File: src/rtl/knight_attack_sprite_sequencer.sv
// Knight attack animation sequencer: frame-tick FSM (IDLE/ATK1-3/COOLDOWN) plus per-pixel sprite geometry.
// Outputs registered, 1 vga_clk after DrawX/DrawY or frame_tick; no backpressure, one request buffered.
module knight_attack_sprite_sequencer #(
  parameter int SPRITE_W        = 50,
  parameter int SPRITE_H        = 64,
  parameter int HOLD_FRAMES     = 4,
  parameter int COOLDOWN_FRAMES = 8
) (
  input  logic        vga_clk,
  input  logic        Reset,
  input  logic        frame_tick,
  input  logic [9:0]  DrawX,
  input  logic [9:0]  DrawY,
  input  logic [9:0]  KnightX,
  input  logic [9:0]  KnightY,
  input  logic        facing_left,
  input  logic        attack_req,
  output logic [11:0] rom_address,
  output logic [1:0]  frame_sel,
  output logic        in_sprite,
  output logic        attacking,
  output logic        attack_done
);

  localparam int MAX_F = (HOLD_FRAMES > COOLDOWN_FRAMES) ? HOLD_FRAMES : COOLDOWN_FRAMES;
  localparam int CNT_W = $clog2(MAX_F + 1);
  localparam logic [CNT_W-1:0] HOLD_LAST = CNT_W'(HOLD_FRAMES - 1);
  localparam logic [CNT_W-1:0] COOL_LAST = CNT_W'(COOLDOWN_FRAMES - 1);

  typedef enum logic [2:0] {S_IDLE, S_ATK1, S_ATK2, S_ATK3, S_COOL} state_t;

  state_t           state_q, state_d;
  logic [CNT_W-1:0] cnt_q, cnt_d;
  logic             pending_q, pending_d;
  logic [9:0]       lx_q, lx_d, ly_q, ly_d;
  logic             lf_q, lf_d;
  logic [1:0]       frame_sel_q, frame_sel_d;
  logic             attacking_q, attacking_d;
  logic             attack_done_q, attack_done_d;
  logic [11:0]      rom_address_q, rom_address_d;
  logic             in_sprite_q, in_sprite_d;

  logic [10:0] dx, dy;
  logic [9:0]  col;
  logic        in_box;

  always_comb begin
    state_d   = state_q;
    cnt_d     = cnt_q;
    pending_d = pending_q;
    unique case (state_q)
      S_IDLE: begin
        if (frame_tick) begin
          if (attack_req || pending_q) begin
            state_d   = S_ATK1;
            cnt_d     = '0;
            pending_d = 1'b0;
          end
        end else if (attack_req) begin
          pending_d = 1'b1;
        end
      end
      S_ATK1, S_ATK2, S_ATK3: begin
        if (attack_req) pending_d = 1'b1;
        if (frame_tick) begin
          if (cnt_q == HOLD_LAST) begin
            cnt_d = '0;
            case (state_q)
              S_ATK1:  state_d = S_ATK2;
              S_ATK2:  state_d = S_ATK3;
              default: state_d = S_COOL;
            endcase
          end else begin
            cnt_d = cnt_q + CNT_W'(1);
          end
        end
      end
      S_COOL: begin
        if (frame_tick && cnt_q == COOL_LAST) begin
          cnt_d = '0;
          // A buffered or same-tick request skips IDLE and re-attacks immediately.
          if (attack_req || pending_q) begin
            state_d   = S_ATK1;
            pending_d = 1'b0;
          end else begin
            state_d = S_IDLE;
          end
        end else begin
          if (attack_req) pending_d = 1'b1;
          if (frame_tick) cnt_d = cnt_q + CNT_W'(1);
        end
      end
      default: begin
        state_d = S_IDLE;
        cnt_d   = '0;
      end
    endcase
  end

  always_comb begin
    frame_sel_d = 2'd0;
    case (state_d)
      S_ATK1:  frame_sel_d = 2'd1;
      S_ATK2:  frame_sel_d = 2'd2;
      S_ATK3:  frame_sel_d = 2'd3;
      default: frame_sel_d = 2'd0;
    endcase
    attacking_d   = (frame_sel_d != 2'd0);
    attack_done_d = (state_q == S_ATK3) && (state_d == S_COOL);
  end

  // Position and facing only move on the frame tick so a sprite never tears mid-frame.
  always_comb begin
    lx_d = frame_tick ? KnightX     : lx_q;
    ly_d = frame_tick ? KnightY     : ly_q;
    lf_d = frame_tick ? facing_left : lf_q;
  end

  always_comb begin
    dx     = {1'b0, DrawX} - {1'b0, lx_q};
    dy     = {1'b0, DrawY} - {1'b0, ly_q};
    in_box = !dx[10] && !dy[10] &&
             (dx[9:0] < 10'(SPRITE_W)) && (dy[9:0] < 10'(SPRITE_H));
    col    = lf_q ? (10'(SPRITE_W - 1) - dx[9:0]) : dx[9:0];
    rom_address_d = in_box ? (12'(dy[9:0]) * 12'(SPRITE_W) + 12'(col)) : 12'd0;
    in_sprite_d   = in_box && attacking_q;
  end

  always_ff @(posedge vga_clk or posedge Reset) begin
    if (Reset) begin
      state_q       <= S_IDLE;
      cnt_q         <= '0;
      pending_q     <= 1'b0;
      lx_q          <= '0;
      ly_q          <= '0;
      lf_q          <= 1'b0;
      frame_sel_q   <= 2'd0;
      attacking_q   <= 1'b0;
      attack_done_q <= 1'b0;
      rom_address_q <= '0;
      in_sprite_q   <= 1'b0;
    end else begin
      state_q       <= state_d;
      cnt_q         <= cnt_d;
      pending_q     <= pending_d;
      lx_q          <= lx_d;
      ly_q          <= ly_d;
      lf_q          <= lf_d;
      frame_sel_q   <= frame_sel_d;
      attacking_q   <= attacking_d;
      attack_done_q <= attack_done_d;
      rom_address_q <= rom_address_d;
      in_sprite_q   <= in_sprite_d;
    end
  end

  assign rom_address = rom_address_q;
  assign frame_sel   = frame_sel_q;
  assign in_sprite   = in_sprite_q;
  assign attacking   = attacking_q;
  assign attack_done = attack_done_q;

endmodule

File: config.mk
export PLATFORM = sky130hd
export DESIGN_NAME = knight_attack_sprite_sequencer
export DESIGN_NICKNAME = d
export VERILOG_FILES = /design/src/rtl/knight_attack_sprite_sequencer.sv
export SDC_FILE = /design/constraint.sdc
export NUM_CORES = 1
export LEC_CHECK = 0
export ABC_AREA = 1
export BUFFER_PORTS_ARGS = -buffer_cell sky130_fd_sc_hd__buf_2
export CAP_MARGIN = 30
export CORE_AREA = 2 2 132 134
export CTS_BUF_LIST = sky130_fd_sc_hd__clkbuf_2 sky130_fd_sc_hd__clkbuf_4 sky130_fd_sc_hd__clkbuf_8
export DETAILED_ROUTE_END_ITERATION = 7
export DIE_AREA = 0 0 134 136
export SKIP_CTS_REPAIR_TIMING = 1
export SLEW_MARGIN = 20
export SYNTH_ARGS = -nofsm -noshare
export SYNTH_HDL_FRONTEND = slang
export SYNTH_SLANG_ARGS = --single-unit
File: constraint.sdc
create_clock -name vga_clk -period 6.8 [get_ports vga_clk]
set_input_delay 1.36 -clock vga_clk [delete_from_list [all_inputs] [get_ports vga_clk]]
set_output_delay 1.36 -clock vga_clk [all_outputs]
set_load 0.01 [all_outputs]
# Word level (Yosys, flattened, before mapping)

Index checks and enable logic that the tools add are counted.

Add/sub/neg operators: 5
$mul: 1
$lt $le $gt $ge: 2
Mux-type cells: 23
Eq/ne operators: 14
Reductions and logical operators: 14
Shifts and indexed selects: 0
Bitwise logic cells: 0
Div/mod/pow operators: 0

Operator list:

| kind                  | count |
|---|---|
| $mux 4                | 6 |
| $sub 10x10->11        | 2 |
| $mux 3                | 5 |
| $add 12x10->12        | 1 |
| $eq 3x2->1 const B    | 4 |
| $mux 12               | 1 |
| $pmux 4 s3            | 1 |
| $mul 10x5->11 const B | 1 |
| $lt 10x6->1 const B   | 1 |
| $lt 10x7->1 const B   | 1 |
| $mux 10               | 1 |
| $sub 6x10->10 const A | 1 |
| $pmux 3 s3            | 1 |
| $eq 3x1->1 const B    | 2 |
| $eq 3x3->1 const B    | 2 |
| $logic_and 1x1->1     | 6 |
| $ne 2x2->1 const B    | 3 |
| $pmux 2 s3            | 1 |
| $pmux 3 s2            | 1 |
| $mux 1                | 5 |
| $add 4x1->4 const B   | 1 |
| $eq 4x2->1 const B    | 1 |
| $eq 4x3->1 const B    | 1 |
| $reduce_and 4->1      | 1 |
| 8 further kinds       | 9 |

Output and inout port bits: 17
Flip-flop bits (word level): 46
Bits in writable memories: 0
Memory bits (read-only): 0
Word-level logic and storage cells: 70
Latch bits: 0
Memories: 0
Input bits: 45

# Logic depth before layout (Yosys ltp)

Gate-level depths: netlist of the first run.

Word-level depth: 8
Mapped depth: 26
Mapped depth without buffers: 26

# Worst setup path before layout of the first run

OpenSTA, ideal clock, no wires.

Kind: in2reg
Start: input DrawY[0]
End: register rom_address_q[10], in the netlist rom_address[10]
Data required time: 6,731 ps
Cell stages on the path: 26
Path buffers: 0
Data arrival time: 5,388 ps
Slack: 1,343 ps
Setup time: 69 ps
Path through: inv_1 -> ha_1 -> inv_1 -> fa_1 -> nand3_1 -> nand3_1 -> xor2_1 -> ha_1 -> ha_1 -> inv_1 -> fa_1 -> inv_1 -> ha_1 -> nand2_1 -> nand2_1 -> a31oi_1 -> xor2_1 -> inv_1 -> ha_1 -> inv_1 -> nor3_1 -> nand3_1 -> nand4_1 -> xnor2_1 -> inv_1 -> nor2_2

Longest elaborated chain between the ends: 6
Elaborated cells between the ends (all ways): 9
Classes of those cells: add/sub: 2; mul: 1; order compare: 1; mux: 1; reduce/logical: 4

Ends and longest elaborated chain:

| item                                                   | RTL line | text |
|---|---|---|
| start: declaration                                     | 13       | `input logic [9:0] DrawY,` |
| $sub 10x10->11 *                                       | 121      | `dy = {1'b0, DrawY} - {1'b0, ly_q};` |
| branches (longest 4 deep; another with $add 12x10->12) | --       |  |
| $mux 12 *                                              | 125      | `rom_address_d = in_box ? (12'(dy[9:0]) * 12'(SPRITE_W) + 12'(col)) : 12'd0;` |
| net rom_address_d[10]                                  | 40       | `logic [11:0] rom_address_q, rom_address_d;` |
| end signal: assignment                                 | 152      | `rom_address_q <= rom_address_d;` |
| end: declaration                                       | 40       |  |

Mark *: on every way through the listed nets, which the timed path passes.
A chain may end at the register's enable or synchronous reset.

# Final worst setup path of the first run

Ends and elaborated chain as after synthesis.

==> flow_summary.yaml, run 1 <==
run_status:
  outcome: "finished, final reports clean"
sta:
  timing.final.hold_violations: 0
  final.setup.tns_ps: 0
  worst_slew_pin_slew_ps: 702.2
  slew-limit-headroom_pct: 53.19
  fin_skew_ps: 10.91
  final-max-slew-violation-count: 0
  layout_min_cycle_time_ps: 5640
  finalSetupViolations: 0
  rsz0062_at_grt: "no"
  fin_ws_ps: 1160
  holdWs_ps: 489.4
  final.period_utilization_pct: 82.94
  fmax_mhz: 177.3
critical_path:
  worst-endpoint-required_ps: 7030
  r2r-end: "rom_address[10]"
  timing.critical_path.slowest_cell_delay_ps: 540
  timing.critical_path.slowest_stage_cell: "sky130_fd_sc_hd__fa_1"
  rr_startpoint: "ly_q[0]"
  crit_type: "primary input to flip-flop"
  crit_path_end_kind: "flip-flop"
  critical_path.max_fanout: 5
  worst-endpoint-arrival_ps: 5870
  setup.worst_path.start_class: "primary input"
  cpMostUsedCell: "sky130_fd_sc_hd__inv_1"
  worstRegToRegCells: 25
  setup.reg_to_reg.worst_slack_ps: 1910
power:
  share_seq_of_total_power_pct: 15.7
  total_power_mw: 2.042
  power_switching_share_pct: 51.91
  vdd.ir_drop.worst_mv: 0.2406
  clkPwrFrac_pct: 9.0
  power_switching_mw: 1.060
  share_comb_of_total_power_pct: 75.4
  power_per_cell_area_mw_per_mm2: 423.2
  intPower_mw: 0.9819
  power.leakage_nw: 2.728
grt:
  gr-total-overflow: 0
  grt_pass1_wl_mm: 16.39
  grt_start_max_net_pins: 45
  grt.total_usage_pct: 11.13
  antenna_violations_before_repair: 0
  vias_in_the_first_global_route: 3490
place:
  dp_slack_ps: 870.0
  place.port_buffers: 61
  detailed_place_hpwl_mm: 7.933
  gp_routability_congestion: 0.8331
detailed_routing:
  drcViolationCount: 0
  dr_total_vias: 3583
  antenna_violating_nets_post_route: 0
  initial_detailed_routing_violation_count: 185
  vias_per_cell: 4.142
  firstDrtPassIters: 4
  final_routed_wirelength_across_all_metal_layers_mm: 9.478
  post_drt_wl_per_cell_um: 10.96
min_path:
  worst_hold_path.endpoint: "pending_q"
  hold_path_class: "flip-flop to flip-flop"
  hold_path_depth: 2
  hold_path_startpoint: "pending_q"
synth:
  post_synthesis_cell_count: 577
  postSynthAreaPerCell_um2: 7.208
  number_of_unique_standard_cell_types_used_by_synthesis: 30
  synth_seq_area_share_pct: 27.68
  share_of_flip_flops_with_an_asynchronous_set_or_reset_pct: 100.0
  most_used_flip_flop_cell_after_synthesis: "sky130_fd_sc_hd__dfrtp_1"
  synth_seq_cells: 46
  synth_edf_count: 0
  synth_top_cells_by_area: "sky130_fd_sc_hd__dfrtp_1, sky130_fd_sc_hd__ha_1, sky130_fd_sc_hd__nand2_1"
  yosysTopAreaCell: "sky130_fd_sc_hd__dfrtp_1"
  yosysTopAreaCellShare_pct: 27.68
  postSynthNetCount: 682
  synth_area_mm2: 0.004159
  ys_warn_count: 0
die:
  die_y_um: 136
  io_pins: 62
  rows: 48
  floorplan.die.width_um: 134
  start_util_pct: 24.64
  die_area_mm2: 0.01822
  placeableCoreArea_mm2: 0.01688
finish:
  num_antenna_cells: 0
  num-nets-final: 744
  final_common_cell: "sky130_fd_sc_hd__nand2_1"
  layout.cells.most_common_list: "sky130_fd_sc_hd__nand2_1, sky130_fd_sc_hd__inv_1, sky130_fd_sc_hd__buf_2"
  post_route_cells_drive_above_1_share_pct: 16.41
  flow.area_growth_from_synthesis_pct: 16.00
clock_network:
  clkTransAtPathRegs_ps: 100
  cts.sink_count: 46
  insertion_delay_ps: 310
  root_buf_cell: "sky130_fd_sc_hd__clkbuf_8"
  cts.path.max_buffers: 2
  cts-buffers-inserted: 5
  cts_tree: "built"
  htree_levels: 2
job:
  drv.max_cap_violation_count: 0
-- metrics by stage --
step | area, um2 | util, % | instances
3_5_place_dp | 4732 | 28.04 | 857
6_report | 4825 | 28.59 | 865
3_3_place_gp | 4712 | 27.92 | 856
4_1_cts | 4825 | 28.59 | 865
5_1_grt | 4825 | 28.59 | 865
2_1_floorplan | 4159 | - | 577
-- cells by family (layout without fill, tap and decap cells) --
group | Yosys count | in the layout | share of synthesized area (%)
AO/OA/AOI/OAI | 66 | 66 | 8.604
XOR/XNOR | 27 | 27 | 5.867
adder cells (fa/ha/maj) | 60 | 60 | 19.49
buffers and inverters | 124 | 187 | 11.37
flip-flops | 46 | 46 | 27.68
AND/OR/NAND/NOR | 254 | 254 | 26.99
-- state kept, by name (all words and copies together) (netlist names) --
| name | count |
|---|---|
| rom_address | 12 |
| lx_q | 10 |
| ly_q | 10 |
| cnt_q | 4 |
| state_q | 3 |
| frame_sel | 2 |
| attack_done | 1 |
| attacking | 1 |
| in_sprite | 1 |
| lf_q | 1 |
| pending_q | 1 |
-- cell type report --
class,count,area [um2]
Fill cell,1846,12050
Multi-Input combinational cell,407,2535
Sequential cell,46,1151
Inverter,117,439.2
Timing Repair Buffer,62,325.3
Tap cell,225,281.5
Clock buffer,5,68.82
Clock inverter,3,23.77
-- routing by layer --
layer / global-route usage, % / vias up / routed length (um)
met5: 0 / - / 0
met4: 1.773 / 0 / 32
met3: 1.976 / 4 / 305
met2: 18.80 / 54 / 4263
met1: 15.14 / 1600 / 4877
li1: - / 1925 / -
-- cell usage after synthesis (2+ instances only) --
master                       n
sky130_fd_sc_hd__nand4_1     8
sky130_fd_sc_hd__nand3_2     3
sky130_fd_sc_hd__nor2_1     28
sky130_fd_sc_hd__o21bai_1    4
sky130_fd_sc_hd__fa_1        8
sky130_fd_sc_hd__xnor2_1     8
sky130_fd_sc_hd__xor2_1     18
sky130_fd_sc_hd__dfrtp_1    46
sky130_fd_sc_hd__a21oi_1    22
sky130_fd_sc_hd__o21ai_0    31
sky130_fd_sc_hd__nor2_2     14
sky130_fd_sc_hd__inv_1     115
sky130_fd_sc_hd__a21o_1      3
sky130_fd_sc_hd__clkbuf_1    6
sky130_fd_sc_hd__o22ai_1     2
sky130_fd_sc_hd__ha_1       52
sky130_fd_sc_hd__a31oi_1     3
sky130_fd_sc_hd__or2_2       2
sky130_fd_sc_hd__nand3_1    38
sky130_fd_sc_hd__nand2_1   146
sky130_fd_sc_hd__nand2_2    11
-- power groups by stage --
stage	logic [mW]	clock network, mW	registers [mW]
2_1_floorplan	1.26	0	0.325
3_3_place_gp	1.53	0	0.325
3_5_place_dp	1.54	0	0.325
4_1_cts	1.56	0.198	0.320
5_1_grt	1.81	0.206	0.324
6_report	1.54	0.183	0.320
-- worst max-delay path by stage --
stage | from | end | slack, ps | cells past startpoint
floorplan | DrawY[0] | rom_address[10] | 1340 | 26
global placement | DrawY[0] | rom_address[10] | 1010 | 27
detailed placement | DrawY[0] | rom_address[10] | 870 | 27
CTS | DrawY[0] | rom_address[10] | 1180 | 27
global route | DrawY[0] | rom_address[10] | 740 | 27
finish | DrawY[0] | rom_address[10] | 1160 | 27
-- critical path: cells and delay by family --
family	cells	cell delay, ps
fa+ha+maj	7	2300
xor+xnor	3	560
simple gates	8	960
compound gates	1	170
buf+inv	8	520
Note: power is estimated with default switching activity, not from simulation.
==> run 2, diff against run 1 <==
clock period = 4.7 ns   (was 6.8 ns; I/O delays follow)
==> run 2 against run 1 <==
  * Combinational power is 88% higher
  * Sequential share of layout area is 2.0 points lower
  * Clock power is 55% higher
  * Global-route usage is 0.10 points lower
  * Clock skew is 5.8 ps lower
==> flow_summary.yaml, run 2 (synthesized netlist as in run 1, its figures left out) <==
place:
  detailed_place_hpwl_mm: 8.058
  gp_routability_congestion: 0.8301
  place.port_buffers: 61
grt:
  grt_pass1_wl_mm: 16.22
  gr-total-overflow: 0
  grt_start_max_net_pins: 45
  vias_in_the_first_global_route: 3467
  grt.total_usage_pct: 11.03
  antenna_violations_before_repair: 0
die:
  floorplan.die.width_um: 134
  die_y_um: 136
  placeableCoreArea_mm2: 0.01688
  rows: 48
  start_util_pct: 24.64
  die_area_mm2: 0.01822
  io_pins: 62
sta:
  final.setup.tns_ps: 0
  layout_min_cycle_time_ps: 4565
  final.period_utilization_pct: 97.14
  final-max-slew-violation-count: 0
  finalSetupViolations: 0
  worst_slew_pin_slew_ps: 697.7
  fmax_mhz: 219.0
  rsz0062_at_grt: "yes"
  slew-limit-headroom_pct: 53.49
  fin_skew_ps: 5.152
  timing.final.hold_violations: 0
power:
  power_switching_mw: 1.776
  clkPwrFrac_pct: 7.8
  power_switching_share_pct: 48.78
  share_comb_of_total_power_pct: 79.5
  intPower_mw: 1.865
  vdd.ir_drop.worst_mv: 0.3895
  share_seq_of_total_power_pct: 12.7
  power_per_cell_area_mw_per_mm2: 692.7
  power.leakage_nw: 2.883
detailed_routing:
  dr_total_vias: 3686
  firstDrtPassIters: 4
  vias_per_cell: 4.132
  post_drt_wl_per_cell_um: 10.86
  initial_detailed_routing_violation_count: 117
  antenna_violating_nets_post_route: 0
  drcViolationCount: 0
  final_routed_wirelength_across_all_metal_layers_mm: 9.686
clock_network:
  clkTransAtPathRegs_ps: 90
  cts.sink_count: 46
  insertion_delay_ps: 320
  cts_tree: "built"
  cts.path.max_buffers: 2
  root_buf_cell: "sky130_fd_sc_hd__clkbuf_8"
  htree_levels: 2
  cts-buffers-inserted: 5
min_path:
  hold_path_class: "flip-flop to flip-flop"
  hold_path_depth: 2
  worst_hold_path.endpoint: "lx_q[0]"
  hold_path_startpoint: "lx_q[0]"
finish:
  num_antenna_cells: 0
  largest_register_ffs: 12
  num-nets-final: 771
  final_common_cell: "sky130_fd_sc_hd__nand2_1"
  post_route_cells_drive_above_1_share_pct: 24.29
  flow.area_growth_from_synthesis_pct: 26.38
  final_util_pct: 31.15
  layout.cells.most_common_list: "sky130_fd_sc_hd__nand2_1, sky130_fd_sc_hd__inv_1, sky130_fd_sc_hd__buf_2"
critical_path:
  critical_path.max_fanout: 4
  setup.reg_to_reg.worst_slack_ps: 370
  worstRegToRegCells: 25
  setup.worst_path.start_class: "primary input"
  r2r-end: "rom_address[10]"
  worst-endpoint-required_ps: 4950
  worst-endpoint-arrival_ps: 4820
  rr_startpoint: "ly_q[0]"
  crit_type: "primary input to flip-flop"
  crit_path_end_kind: "flip-flop"
job:
  drv.max_cap_violation_count: 0
run_status:
  outcome: "finished, final reports clean"
[run 2: power groups by stage]
| stage | logic (mW) | clock network, mW | registers, mW |
|---|---|---|---|
| 2_1_floorplan | 1.93 | 0 | 0.470 |
| 3_3_place_gp | 2.55 | 0 | 0.471 |
| 3_5_place_dp | 2.58 | 0 | 0.472 |
| 4_1_cts | 2.59 | 0.303 | 0.464 |
| 5_1_grt | 3.26 | 0.321 | 0.470 |
| 6_report | 2.89 | 0.283 | 0.464 |
[run 2: how the worst max path moves through the flow]
| stage | startpoint | end | slack, ps | depth (start not counted) |
|---|---|---|---|---|
| global placement | DrawY[0] | rom_address[11] | -250 | 25 |
| CTS | DrawY[0] | rom_address[10] | 40 | 23 |
| global route | DrawY[0] | rom_address[10] | -30 | 27 |
| floorplan | DrawY[0] | rom_address[10] | 3 | 26 |
| finish | DrawY[1] | rom_address[10] | 130 | 25 |
| detailed placement | DrawY[0] | rom_address[10] | -310 | 23 |
[run 2: critical path, stage by stage]
cell	delay (ps)
sky130_fd_sc_hd__buf_2	120
sky130_fd_sc_hd__buf_4	130
sky130_fd_sc_hd__fa_2	400
sky130_fd_sc_hd__nand3_2	90
sky130_fd_sc_hd__nand3_2	90
sky130_fd_sc_hd__xor2_2	240
sky130_fd_sc_hd__ha_4	240
sky130_fd_sc_hd__ha_4	250
sky130_fd_sc_hd__inv_2	30
sky130_fd_sc_hd__fa_1	540
sky130_fd_sc_hd__inv_2	50
sky130_fd_sc_hd__ha_4	250
sky130_fd_sc_hd__nand2_2	60
sky130_fd_sc_hd__nand2_2	60
sky130_fd_sc_hd__a31oi_2	150
sky130_fd_sc_hd__xor2_1	160
sky130_fd_sc_hd__inv_1	80
sky130_fd_sc_hd__ha_4	300
sky130_fd_sc_hd__inv_4	40
sky130_fd_sc_hd__nor3_4	170
sky130_fd_sc_hd__nand2_1	80
sky130_fd_sc_hd__nand4_1	120
sky130_fd_sc_hd__xnor2_1	120
sky130_fd_sc_hd__inv_1	60
sky130_fd_sc_hd__nor2_2	70
[run 2: area by class of cell]
| cell class | instances | area, um2 |
|---|---|---|
| Fill cell | 1795 | 11620 |
| Multi-Input combinational cell | 407 | 2746 |
| Sequential cell | 46 | 1151 |
| Timing Repair Buffer | 89 | 534.3 |
| Inverter | 117 | 444.2 |
| Tap cell | 225 | 281.5 |
| Clock buffer | 7 | 90.09 |
| Clock inverter | 1 | 8.758 |
[run 2: metal layers]
metal / share of wire (%) / GRT usage [%]
met1: 52 / 15.59
met2: 44 / 17.12
met3: 4.0 / 2.461
met4: 0.65 / 2.541
met5: 0 / 0
[run 2: through the flow]
| stage | std cells | total power, mW | hold slack, ps | setup WS (ps) | instance area (um2) |
|---|---|---|---|---|---|
| 2_1_floorplan | 577 | 2.397 | 445.7 | 2.654 | 4222 |
| 3_3_place_gp | 881 | 3.022 | 463.0 | -253.6 | 4962 |
| 3_5_place_dp | 882 | 3.047 | 467.9 | -309.0 | 4982 |
| 4_1_cts | 890 | 3.359 | 492.3 | 41.82 | 5081 |
| 5_1_grt | 892 | 4.055 | 514.4 | -31.97 | 5256 |
| 6_report | 892 | 3.641 | 486.8 | 134.6 | 5256 |
==> run 3, diff against run 2 <==
ABC_AREA = not set   (was 1)
CORE_AREA = 2 2 126 128   (was 2 2 132 134)
DIE_AREA = 0 0 128 130   (was 0 0 134 136)
==> run 3 against run 2 <==
  * Combinational power shrank 2%
  * Die area down 8.7%
  * Non-clock buffer count increased by 4
  * Critical path type unchanged
  * Sequential share of layout area rose by 2.1 points
  * Critical path depth decreased by 2
  * Area after synthesis decreased by 9.4%
  * Flip-flop and latch count stayed put
  * Via count decreased by 17%
==> flow_summary.yaml, run 3 <==
run_status:
  outcome: "finished, final reports clean"
synth:
  number_of_unique_standard_cell_types_used_by_synthesis: 50
  postSynthAreaPerCell_um2: 8.927
  yosys.cell_count.top_type: "sky130_fd_sc_hd__inv_1"
  post_synthesis_cell_count: 422
  most_used_flip_flop_cell_after_synthesis: "sky130_fd_sc_hd__dfrtp_1"
  postSynthNetCount: 527
  synth_top_cells_by_area: "sky130_fd_sc_hd__dfrtp_1, sky130_fd_sc_hd__ha_1, sky130_fd_sc_hd__xnor2_1"
  yosysTopAreaCell: "sky130_fd_sc_hd__dfrtp_1"
  share_of_flip_flops_with_an_asynchronous_set_or_reset_pct: 100.0
  synth_seq_area_share_pct: 30.55
  synth_area_mm2: 0.003767
  synth_seq_cells: 46
  synth_edf_count: 0
  synth.top_cells.by_count: "sky130_fd_sc_hd__inv_1, sky130_fd_sc_hd__ha_1, sky130_fd_sc_hd__dfrtp_1"
  yosysTopAreaCellShare_pct: 30.55
  ys_warn_count: 0
power:
  vdd.ir_drop.worst_mv: 0.3626
  power.leakage_nw: 2.361
  power_per_cell_area_mw_per_mm2: 740.7
  total_power_mw: 3.547
clock_network:
  cts.sink_count: 46
  cts.path.max_buffers: 2
  root_buf_cell: "sky130_fd_sc_hd__clkbuf_8"
  insertion_delay_ps: 290
  cts-buffers-inserted: 5
  clkTransAtPathRegs_ps: 80
  htree_levels: 2
  cts_tree: "built"
die:
  placeableCoreArea_mm2: 0.01542
  floorplan.die.width_um: 128
  die_y_um: 130
  die_area_mm2: 0.01664
  rows: 46
  io_pins: 62
  start_util_pct: 24.42
sta:
  worst_slew_pin_slew_ps: 711.4
  finalSetupViolations: 0
  final.period_utilization_pct: 96.82
  slew-limit-headroom_pct: 52.57
  final-max-slew-violation-count: 0
  fmax_mhz: 219.8
  fin_skew_ps: 6.903
  layout_min_cycle_time_ps: 4551
  timing.final.hold_violations: 0
grt:
  grt.total_usage_pct: 9.765
  grt_start_max_net_pins: 46
  vias_in_the_first_global_route: 2836
  antenna_violations_before_repair: 0
  gr-total-overflow: 0
  grt_pass1_wl_mm: 13.27
min_path:
  hold_path_class: "flip-flop to flip-flop"
critical_path:
  crit_path_end_kind: "flip-flop"
  crit_type: "primary input to flip-flop"
  timing.critical_path.buf_inv: 7
  path_cells: "buf_2 -> inv_2 -> ha_2 -> inv_2 -> fa_2 -> buf_6 -> xor2_2 -> buf_4 -> ha_2 -> ha_1 -> inv_1 -> fa_1 -> inv_1 -> ha_4 -> nor2b_1 -> nor2_1 -> xnor2_1 -> ha_1 -> a31oi_4 -> nor2b_4 -> o21ai_2 -> xnor2_1 -> nor2_1"
  setup.worst_path.start_class: "primary input"
  worst-endpoint-arrival_ps: 4730
  timing.critical_path.max_delay_family: "adder cells"
  worst-endpoint-required_ps: 4880
  timing.critical_path.slowest_cell_delay_ps: 500
  timing.critical_path.slowest_stage_cell: "sky130_fd_sc_hd__fa_1"
  critical_path.max_fanout: 4
detailed_routing:
  dr_total_vias: 3050
  antenna_violating_nets_post_route: 0
  firstDrtPassIters: 4
  drcViolationCount: 0
  initial_detailed_routing_violation_count: 77
  final_routed_wirelength_across_all_metal_layers_mm: 8.466
  post_drt_wl_per_cell_um: 12.03
  vias_per_cell: 4.332
finish:
  flow.area_growth_from_synthesis_pct: 27.10
  final_common_cell: "sky130_fd_sc_hd__buf_2"
  layout.cells.most_common_list: "sky130_fd_sc_hd__buf_2, sky130_fd_sc_hd__inv_1, sky130_fd_sc_hd__dfrtp_1"
  num_antenna_cells: 0
  post_route_cells_drive_above_1_share_pct: 28.32
  layout.cell_area.non_filler_mm2: 0.004788
  num-nets-final: 617
  largest_register_ffs: 12
place:
  place.port_buffers: 61
  detailed_place_hpwl_mm: 6.808
  gp_routability_congestion: 0.8100
  place_area_mm2: 0.004483
job:
  drv.max_cap_violation_count: 0
run 3: cell types whose count changed in the layout (fill, tap and decap cells not counted), sizes merged, moves of 6 or more:
cell | before | now
nand4 | 8 | 1
a21oi | 23 | 17
xnor2 | 8 | 26
a21o | 3 | 12
nor2b | 0 | 10
xor2 | 19 | 12
o21ai | 31 | 39
inv | 117 | 54
nor3 | 1 | 8
nand2 | 157 | 38
nor2 | 43 | 26
mux2 | 0 | 6
nand3 | 41 | 3
run 3: area by class of cell:
class | count | area, um2
fillers | 1644 | 10640
inverters | 54 | 202.7
well taps | 192 | 240.2
multi-input cells | 312 | 2549
repair buffers | 93 | 561.8
flip-flops and latches | 46 | 1151
clock buffers | 7 | 83.83
run 3: through the flow:
stage	worst slack, ps	hold WS (ps)	TNS [ps]	util, %	std cells
floorplan	20.15	484.9	0	-	422
global placement	-268.3	491.5	-836.9	28.93	692
detailed placement	-337.8	495.3	-1026	29.06	693
CTS	-31.98	506.3	-39.41	29.61	700
global route	-86.85	533.2	-141.0	31.04	704
finish	149.5	503.2	0	31.04	704
run 3: power by group:
part	total (mW)	internal [mW]	leakage (nW)	switching [mW]
sequential	0.483	0.445	0.582	0.0377
clock	0.244	0.114	0.0452	0.130
combinational	2.82	1.51	1.73	1.31
run 3: logic make-up after synthesis:
logic type,Yosys count,synth area share [%]
compound gates,102,17.17
xor+xnor,38,8.834
fa+ha+maj,60,21.52
buf+inv,64,6.775
flops,46,30.55
mux,6,1.793
simple gates,106,13.35
run 3: metal layers:
layer | global-route usage (%) | up-vias | part of all wire (%)
li1 | - | 1615 | -
met1 | 13.39 | 1381 | 49
met2 | 15.85 | 46 | 46
met3 | 2.009 | 8 | 3.3
met4 | 2.392 | 0 | 1.4
met5 | 0 | - | 0
run 3: worst paths after layout:
kind | startpoint | end | slack (ps) | cells after the start
worst max-delay path | DrawY[0] | rom_address[11] | 150 | 23
worst min-delay path | attacking | in_sprite | 500 | 2
worst max register to register | ly_q[1] | rom_address[11] | 570 | 21
worst min register to register | attacking | in_sprite | 500 | 2
max in group asynchronous | Reset | in_sprite | 3560 | 3
min in group asynchronous | Reset | rom_address[0] | 640 | 2
run 3: worst min-delay path: stages, from the launching register on:
cell	delay, ps
sky130_fd_sc_hd__dfrtp_1	390
sky130_fd_sc_hd__inv_1	50
sky130_fd_sc_hd__nor2_1	30
